`config.mk`:
```
export PLATFORM = sky130hd
export DESIGN_NAME = render_scheduler
export DESIGN_NICKNAME = d
export VERILOG_FILES = /design/src/rtl/runner_pkg.sv /design/src/rtl/slot_picker.sv /design/src/rtl/render_scheduler.sv
export SDC_FILE = /design/constraint.sdc
export NUM_CORES = 1
export LEC_CHECK = 0
export CELL_PAD_IN_SITES_DETAIL_PLACEMENT = 1
export CELL_PAD_IN_SITES_GLOBAL_PLACEMENT = 1
export CORE_MARGIN = 2
export CORE_UTILIZATION = 46
export CTS_CLUSTER_SIZE = 40
export DETAILED_ROUTE_END_ITERATION = 7
export PLACE_DENSITY = 0.92
export SYNTH_ARGS = -nofsm -noshare
export SYNTH_HDL_FRONTEND = slang
export SYNTH_SLANG_ARGS = --single-unit
```
`constraint.sdc`:
```
create_clock -name clk_33m -period 6.9 [get_ports clk_33m]
set_input_delay 1.38 -clock clk_33m [delete_from_list [all_inputs] [get_ports clk_33m]]
set_output_delay 1.38 -clock clk_33m [all_outputs]
set_load 0.01 [all_outputs]
```
`src/rtl/runner_pkg.sv`:
```
// -----------------------------------------------------------------------------
// runner_pkg
// Constants and types shared by the slot runner, the painter and the render
// scheduler.
//   RENDER_SLOTS  : number of sprite slots scheduled per frame
//   SLOT_W        : width of a slot index
//   sched_state_t : render scheduler FSM states
//   clear_slot()  : returns a slot mask with one slot bit removed
// -----------------------------------------------------------------------------
package runner_pkg;

    localparam int RENDER_SLOTS = 32;
    localparam int SLOT_W       = $clog2(RENDER_SLOTS);

    typedef enum logic [1:0] {
        IDLE     = 2'd0,
        PICK     = 2'd1,
        WAIT_ACK = 2'd2,
        DONE     = 2'd3
    } sched_state_t;

    // Remove slot idx from a pending-slot mask once its blit has been issued.
    function automatic logic [RENDER_SLOTS-1:0] clear_slot(
        input logic [RENDER_SLOTS-1:0] mask,
        input logic [SLOT_W-1:0]       idx
    );
        logic [RENDER_SLOTS-1:0] m;
        m      = mask;
        m[idx] = 1'b0;
        return m;
    endfunction

endpackage

```
`src/rtl/slot_picker.sv`:
```
// -----------------------------------------------------------------------------
// slot_picker
// Combinational lowest-set-bit priority encoder over the pending-slot mask.
// Slot 0 has the highest priority so sprites are drawn in ascending order and
// later slots overwrite earlier ones on screen.
// Ports:
//   mask  [RENDER_SLOTS] : pending slots
//   found                : at least one bit of mask is set
//   index [SLOT_W]       : lowest set bit position (0 when found = 0)
// -----------------------------------------------------------------------------
module slot_picker
    import runner_pkg::*;
(
    input  logic [RENDER_SLOTS-1:0] mask,
    output logic                    found,
    output logic [SLOT_W-1:0]       index
);

    // Scan from the top down so the last hit written is the lowest set bit.
    always_comb begin
        found = 1'b0;
        index = {SLOT_W{1'b0}};
        for (int i = RENDER_SLOTS - 1; i >= 0; i--) begin
            if (mask[i]) begin
                found = 1'b1;
                index = SLOT_W'(i);
            end else begin
                found = found;
                index = index;
            end
        end
    end

endmodule

```
`src/rtl/render_scheduler.sv`:
```
// -----------------------------------------------------------------------------
// render_scheduler
// Per-frame controller for the sprite blitter. On a rising edge of
// frame_start the set of occupied slots is captured, then one blit request is
// issued per captured slot in ascending slot order. A per-frame cycle budget
// aborts frames that take too long; restarting a frame while one is in
// progress also aborts it. All outputs come straight from registers.
// Ports:
//   clk_33m      : 33 MHz system clock
//   reset_n      : asynchronous active-low reset
//   frame_start  : level from screen reset, rising edge starts a frame
//   slot_valid   : per-slot occupancy from the runner
//   blit_req     : request to draw blit_slot, held until blit_ack
//   blit_slot    : slot being drawn, stable while blit_req = 1
//   blit_ack     : one-cycle pulse, blitter finished the current slot
//   blit_abort   : one-cycle pulse, cancel the in-flight blit
//   busy         : frame in progress
//   finished     : frame done, held until the next frame start
//   overrun      : last frame was aborted, held until a clean finish
//   slots_drawn  : blits acknowledged in the current/last frame
// -----------------------------------------------------------------------------
module render_scheduler
    import runner_pkg::*;
#(
    parameter int BUDGET   = 500000,
    parameter int BUDGET_W = $clog2(BUDGET + 1)
) (
    input  logic                    clk_33m,
    input  logic                    reset_n,
    input  logic                    frame_start,
    input  logic [RENDER_SLOTS-1:0] slot_valid,
    output logic                    blit_req,
    output logic [SLOT_W-1:0]       blit_slot,
    input  logic                    blit_ack,
    output logic                    blit_abort,
    output logic                    busy,
    output logic                    finished,
    output logic                    overrun,
    output logic [SLOT_W:0]         slots_drawn
);

    sched_state_t            state_q,       state_d;
    logic                    fs_q,          fs_d;
    logic [RENDER_SLOTS-1:0] snapshot_q,    snapshot_d;
    logic                    blit_req_q,    blit_req_d;
    logic [SLOT_W-1:0]       blit_slot_q,   blit_slot_d;
    logic                    blit_abort_q,  blit_abort_d;
    logic                    busy_q,        busy_d;
    logic                    finished_q,    finished_d;
    logic                    overrun_q,     overrun_d;
    logic [SLOT_W:0]         slots_drawn_q, slots_drawn_d;
    logic [BUDGET_W-1:0]     budget_q,      budget_d;

    logic                    start_s;
    logic                    expire_s;
    logic                    pick_found_s;
    logic [SLOT_W-1:0]       pick_idx_s;

    slot_picker u_slot_picker (
        .mask  (snapshot_q),
        .found (pick_found_s),
        .index (pick_idx_s)
    );

    // Rising edge of frame_start; the budget expires on the last allowed
    // cycle so the abort lands exactly BUDGET cycles after the start edge.
    always_comb begin
        start_s  = frame_start & ~fs_q;
        expire_s = busy_q && (budget_q == BUDGET_W'(BUDGET - 1)) && (state_q != DONE);
    end

    // Next-state and output logic. Priority: frame start, then budget
    // expiry, then normal sequencing. An ack coinciding with expiry is
    // dropped because the expiry branch never reaches the WAIT_ACK case.
    always_comb begin
        state_d       = state_q;
        fs_d          = frame_start;
        snapshot_d    = snapshot_q;
        blit_req_d    = blit_req_q;
        blit_slot_d   = blit_slot_q;
        blit_abort_d  = 1'b0;
        busy_d        = busy_q;
        finished_d    = finished_q;
        overrun_d     = overrun_q;
        slots_drawn_d = slots_drawn_q;
        budget_d      = busy_q ? (budget_q + BUDGET_W'(1)) : budget_q;

        if (start_s) begin
            if (busy_q) begin
                // Restart mid-frame: cancel whatever is in flight.
                overrun_d    = 1'b1;
                blit_abort_d = blit_req_q;
            end else begin
                overrun_d    = overrun_q;
            end
            blit_req_d    = 1'b0;
            snapshot_d    = slot_valid;
            slots_drawn_d = {(SLOT_W + 1){1'b0}};
            budget_d      = {BUDGET_W{1'b0}};
            finished_d    = 1'b0;
            busy_d        = 1'b1;
            state_d       = PICK;
        end else if (expire_s) begin
            blit_req_d   = 1'b0;
            blit_abort_d = blit_req_q;
            overrun_d    = 1'b1;
            finished_d   = 1'b1;
            busy_d       = 1'b0;
            state_d      = DONE;
        end else begin
            case (state_q)
                IDLE: begin
                    state_d = IDLE;
                end
                PICK: begin
                    if (pick_found_s) begin
                        blit_slot_d = pick_idx_s;
                        blit_req_d  = 1'b1;
                        snapshot_d  = clear_slot(snapshot_q, pick_idx_s);
                        state_d     = WAIT_ACK;
                    end else begin
                        busy_d     = 1'b0;
                        finished_d = 1'b1;
                        overrun_d  = 1'b0;
                        state_d    = DONE;
                    end
                end
                WAIT_ACK: begin
                    if (blit_ack) begin
                        blit_req_d    = 1'b0;
                        slots_drawn_d = slots_drawn_q + (SLOT_W + 1)'(1);
                        state_d       = PICK;
                    end else begin
                        state_d = WAIT_ACK;
                    end
                end
                DONE: begin
                    state_d = DONE;
                end
                default: begin
                    state_d    = IDLE;
                    blit_req_d = 1'b0;
                    busy_d     = 1'b0;
                end
            endcase
        end
    end

    // State and output registers.
    always_ff @(posedge clk_33m or negedge reset_n) begin
        if (!reset_n) begin
            state_q       <= IDLE;
            fs_q          <= 1'b0;
            snapshot_q    <= {RENDER_SLOTS{1'b0}};
            blit_req_q    <= 1'b0;
            blit_slot_q   <= {SLOT_W{1'b0}};
            blit_abort_q  <= 1'b0;
            busy_q        <= 1'b0;
            finished_q    <= 1'b0;
            overrun_q     <= 1'b0;
            slots_drawn_q <= {(SLOT_W + 1){1'b0}};
            budget_q      <= {BUDGET_W{1'b0}};
        end else begin
            state_q       <= state_d;
            fs_q          <= fs_d;
            snapshot_q    <= snapshot_d;
            blit_req_q    <= blit_req_d;
            blit_slot_q   <= blit_slot_d;
            blit_abort_q  <= blit_abort_d;
            busy_q        <= busy_d;
            finished_q    <= finished_d;
            overrun_q     <= overrun_d;
            slots_drawn_q <= slots_drawn_d;
            budget_q      <= budget_d;
        end
    end

    assign blit_req    = blit_req_q;
    assign blit_slot   = blit_slot_q;
    assign blit_abort  = blit_abort_q;
    assign busy        = busy_q;
    assign finished    = finished_q;
    assign overrun     = overrun_q;
    assign slots_drawn = slots_drawn_q;

endmodule

```
==> metrics, run 1 <==
Final Cycle Share=49.7%; synth cell count leaders=dfrtp_1 (70), nor2_1 (51), mux2i_1 (29), a21oi_1 (27), nand2_1 (23); final instance area=4720 um^2; grt total ovfl=0; Setup crit start=frame_start; die width=95.6 um; Fillers=914; top-count cell post-synth=dfrtp_1; share of cells above drive strength 1=8.37%; fmax=292 MHz; Vias=3421; Unique masters post-synth=59; Rel. slew slack=23.8%; Port Buffers=51; met2 Track Usage GR=48.1%; vias in the first global route=3711; Reg-to-Reg Start=snapshot_q[19]; postcts setup bufs=0; CTS tree=built; net count reported at finish=491; Worst Hold Class=flip-flop to flip-flop; Finish-stage setup viols=0; max-slew violation count=0; Syn Std Cell Area=3860 um^2; pre-CTS setup slack=3170 ps; Layout Skew=12.4 ps; Initial Utilization=47.2%; Total Routing Usage GR=27.4%; Worst VDD drop=0.128 mV; Final min period=3430 ps; WHS=517 ps; post-synth top area share=45.4%; Post-synth EDFFs=0; LEAKAGE=0.00188 uW; crit path DAT=3650 ps; Area contributors post-synth=dfrtp_1 (45%), mux2i_1 (7.5%), nor2_1 (5.0%); H-tree level count=3; Worst-Skew Late Latency=360 ps; post-synth top area cell=dfrtp_1; I/O pin cnt=52; First-pass DRT Iterations=4; Clk pin slew, worst setup/hold paths=80 ps; Core ar.=8180 um^2; Startpoint Class=input port; DRT antenna net count=0; cts repair resizes=0; unrepaired setup endpoints after global routing=false; Syn Inst Count=397; Area growth syn-to-layout=22.2%; initial antenna violation count=0; Num CTS Buffers=9; Max-Cap Viols=0; dpl cell area=4470 um^2; met1 Usage GRT=33.9%; Vias/cell=6.12; startpoint of the worst hold path=blit_slot[2]; gp weighted congestion=0.874; clock tree sinks=70; Critical Path RT=7120 ps; sequential fraction of the synthesis area=45.4%; largest net degree at the start of global routing=71; Primary FF master, synth=dfrtp_1; warnings from Yosys=0; post-synthesis average cell area=9.72 um^2; Die ar.=9140 um^2; hpwl dp=8030 um; crit path max fanout=67; root buffer cell=clkbuf_8; DRT iter0 DRCs=133; Mapped Nets=439; final hold violations=0; TNS Setup=0 ps; Synth async-reset ratio=100%; hold_buf cts=0; critical path endpoint category=flip-flop; Die Y=95.6 um; met3 Usage GRT=3.00%; gr busiest metal=met2; first-pass GRT wire length=19000 um; FF-to-FF setup slack=3700 ps; Seq cells post-synth=70; worst-case clock buffer depth=2; Critical Setup Path Class=input port to flip-flop; Final WS setup=3470 ps; placed insts=543; Power Dens Cells=288 nW/um^2; site row count=33; status=finished, final reports clean; antenna cells=0; Layout Cells excl Fill=559; actual slew at the worst max-slew pin=1130 ps; DR WL/cell=20.8 um; # DRC=0; Post-Route WL=11600 um
## power breakdown
part | leakage (uW) | internal [uW] | switching (uW) | total, uW
registers | 0.000879 | 475 | 82.9 | 558
logic | 0.000875 | 164 | 216 | 380
clock network | 0.000126 | 249 | 171 | 421
total | 0.00188 | 888 | 470 | 1360
## critical path: stages
cell and delay [ps]:
clkdlybuf4s50_1 470, nor2b_4 150, buf_4 360, or3_1 630, nor4_1 450, a31oi_1 160
## cell type report
class / instances / area [um^2] / share of cell area, %
multi-input combinational: 299 / 2010 / 42.5
timing repair buffer: 53 / 520 / 11.0
clock buffer: 10 / 138 / 2.92
inverter: 16 / 60.1 / 1.27
sequential: 70 / 1750 / 37.1
clock inverter: 6 / 109 / 2.31
tap: 105 / 131 / 2.79
## cell families after synthesis
| kind of cell | count (synthesis) | share of synthesized area, % |
|---|---|---|
| AO/OA/AOI/OAI | 86 | 14.6 |
| XOR/XNOR | 19 | 4.31 |
| adder cells (fa/ha/maj) | 6 | 1.94 |
| buffers and inverters | 28 | 2.85 |
| flip-flops | 70 | 45.4 |
| multiplexers | 33 | 8.69 |
| AND/OR/NAND/NOR | 155 | 22.2 |
## sequential cells by signal, summed over array words and instances (netlist names)
register / count
state_q: 2
blit_req: 1
busy: 1
overrun: 1
budget_q: 19
snapshot_q: 32
blit_slot: 5
finished: 1
fs_q: 1
slots_drawn: 6
blit_abort: 1
## layer usage
layer	vias to the layer above	part of all wire, %
met5	-	0
met4	0	3.3
met3	30	3.9
met2	89	52
met1	1743	41
li1	1559	-
## per-stage QoR
step	total power (uW)	util, %
6_report	1360	57.7
2_1_floorplan	771	-
3_5_place_dp	937	54.7
5_1_grt	1420	57.7
3_3_place_gp	914	54.7
4_1_cts	1360	57.7
## layout by cell type (no fill, tap or decap), types with 3 or more instances in the layout
| master | instances |
|---|---|
| nor4_1 | 13 |
| bufinv_16 | 3 |
| or3_1 | 5 |
| a21oi_1 | 27 |
| o21ai_0 | 17 |
| ha_1 | 6 |
| or4_1 | 3 |
| nor2_1 | 51 |
| mux2i_1 | 29 |
| clkdlybuf4s50_1 | 50 |
| nor3b_1 | 3 |
| dfrtp_1 | 70 |
| a21o_1 | 3 |
| nand3_1 | 7 |
| xor2_1 | 11 |
| inv_1 | 16 |
| nand2b_1 | 3 |
| and2_1 | 3 |
| nor3_1 | 11 |
| nand2_1 | 23 |
| nand4_1 | 8 |
| clkbuf_8 | 10 |
| mux2_2 | 3 |
| a31oi_1 | 19 |
| nor2b_1 | 4 |
| xnor2_1 | 8 |
## path summary, 6_finish.rpt
check                                  to  cells past startpoint
max                         snapshot_q[8]                      6
min                          blit_slot[2]                      1
max reg2reg                snapshot_q[31]                      6
min reg2reg                  blit_slot[2]                      1
max in group asynchronous  slots_drawn[1]                      2
min in group asynchronous  snapshot_q[23]                      2
No activity file was read; power rests on OpenSTA's default activity.
==> inputs of run 2 (changes only) <==
Settings changed: CORE_UTILIZATION 46 to 39, PLACE_DENSITY 0.92 to 0.84.
Clock period 6.9 ns to 2.85 ns, I/O delays scaled along.
==> run 2 against run 1 <==
Clock-buffer cell count grew 1. Setup slack lost 3300 ps. Non-clock buffer count grew 12. Wire length grew 0.50%. Worst hold slack lost 250 ps. Die area grew 17%. Largest power group unchanged.
==> metrics, run 2 (synthesized netlist as in run 1, its figures left out) <==
final hold violations=0; Die ar.=10700 um^2; Vias/cell=5.78; clock tree sinks=70; vias in the first global route=3700; Finish-stage setup viols=0; Rel. slew slack=46.5%; Die Y=103 um; DRT antenna net count=0; Final min period=2730 ps; Cell Chain, Critical Path=or4_1, or4b_1, a31oi_1, nor3b_2, a221oi_4, buf_4, a31oi_1; First-pass DRT Iterations=4; Core ar.=9680 um^2; max-slew violation count=0; Max-Cap Viols=0; worst-case clock buffer depth=2; register with the most flip-flops=snapshot_q; Vias=3463; site row count=36; placed insts=579; Critical Setup Path Class=flip-flop to flip-flop; die width=103 um; Power, Total=3270 uW; # DRC=0; Area growth syn-to-layout=25.4%; grt total ovfl=0; crit path DAT=2920 ps; Critical Path RT=3050 ps; first-pass GRT wire length=18700 um; Worst-Skew Late Latency=360 ps; worst path bufs/invs=1; TNS Setup=0 ps; H-tree level count=3; most frequent CP cell=a31oi_1; net count reported at finish=503; max reg flops=32; Total Routing Usage GR=23.2%; Layout Skew=13.2 ps; root buffer cell=clkbuf_8; Layout Cells excl Fill=599; final core area utilization=50.0%; actual slew at the worst max-slew pin=796 ps; slowest cell on the critical path=or4_1; Num CTS Buffers=9; WHS=268 ps; hpwl dp=8410 um; initial antenna violation count=0; DR WL/cell=19.5 um; Worst Hold Class=input port to async pin; commonest non-fill, non-tap cell in the layout=dfrtp_1; Post-Route WL=11700 um; CTS tree=built; share of cells above drive strength 1=10.7%; crit path max fanout=10; I/O pin cnt=52; Worst VDD drop=0.309 mV; Initial Utilization=39.9%; fmax=367 MHz; cts repair resizes=0; largest net degree at the start of global routing=44; Power Dens Cells=676 nW/um^2; gp weighted congestion=0.879; antenna cells=0; LEAKAGE=0.00194 uW; Startpoint Class=flip-flop; CP delay by family, top=simple AND/OR/NAND/NOR gates; Clk pin slew, worst setup/hold paths=80 ps; Final Cycle Share=95.6%; status=finished, final reports clean; slowest stage delay, CP=600 ps; most frequent cells in the layout=dfrtp_1 (70), nor2_1 (51), clkdlybuf4s50_1 (50); Port Buffers=51; unrepaired setup endpoints after global routing=false; DRT iter0 DRCs=147; critical path endpoint category=flip-flop
[run 2: cell count changes in the layout (fill, tap and decap cells not counted)]
| cell | delta |
|---|---|
| buf_4 | +11 |
| buf_12 | +1 |
| bufinv_16 | -1 |
| clkbuf_8 | +1 |
| clkinv_2 | -1 |
| clkinvlp_4 | +1 |
[run 2: path summary, 6_finish.rpt]
check	cells after the start	startpoint	slack, ps	endpoint
worst min-delay path	1	reset_n	270	snapshot_q[21]
worst max-delay path	7	snapshot_q[7]	120	snapshot_q[16]
max in group asynchronous	2	reset_n	1890	slots_drawn[5]
min in group clk_33m	1	blit_slot[2]	500	blit_slot[2]
worst max register to register	7	snapshot_q[7]	120	snapshot_q[16]
worst min register to register	1	blit_slot[2]	500	blit_slot[2]
[run 2: area by class of cell]
type                       instances  area [um^2]
clock buffer                      11          151
clock inverter                     5         81.3
fill                            1103         4840
inverter                          16         60.1
multi-input combinational        299         2010
sequential                        70         1750
tap                              133          166
timing repair buffer              65          623
[run 2: power by group]
group	total [uW]	switching [uW]	internal, uW	leakage, uW
clock network	943	402	541	0.000116
logic	984	541	443	0.000941
registers	1350	197	1150	0.000879
[run 2: timing repair]
| item | 4_1_cts | 5_1_grt |
|---|---|---|
| hold buffers | 0 | 0 |
| setup buffers | 0 | 4 |
| setup endpoints to repair | 0 | 4 |
[run 2: through the flow]
stage / setup slack (ps) / area [um^2]
after floorplan: 402 / 3860
after global placement: 271 / 4580
after detailed placement: 200 / 4580
after CTS: 112 / 4810
after global routing: 21.5 / 4840
final: 124 / 4840
[run 2: layer usage]
metal / wire length, um / GRT usage (%) / up-vias
li1: - / - / 1588
met1: 4800 / 27.0 / 1751
met2: 6090 / 40.7 / 97
met3: 469 / 5.31 / 27
met4: 317 / 10.1 / 0
met5: 0 / 0 / -
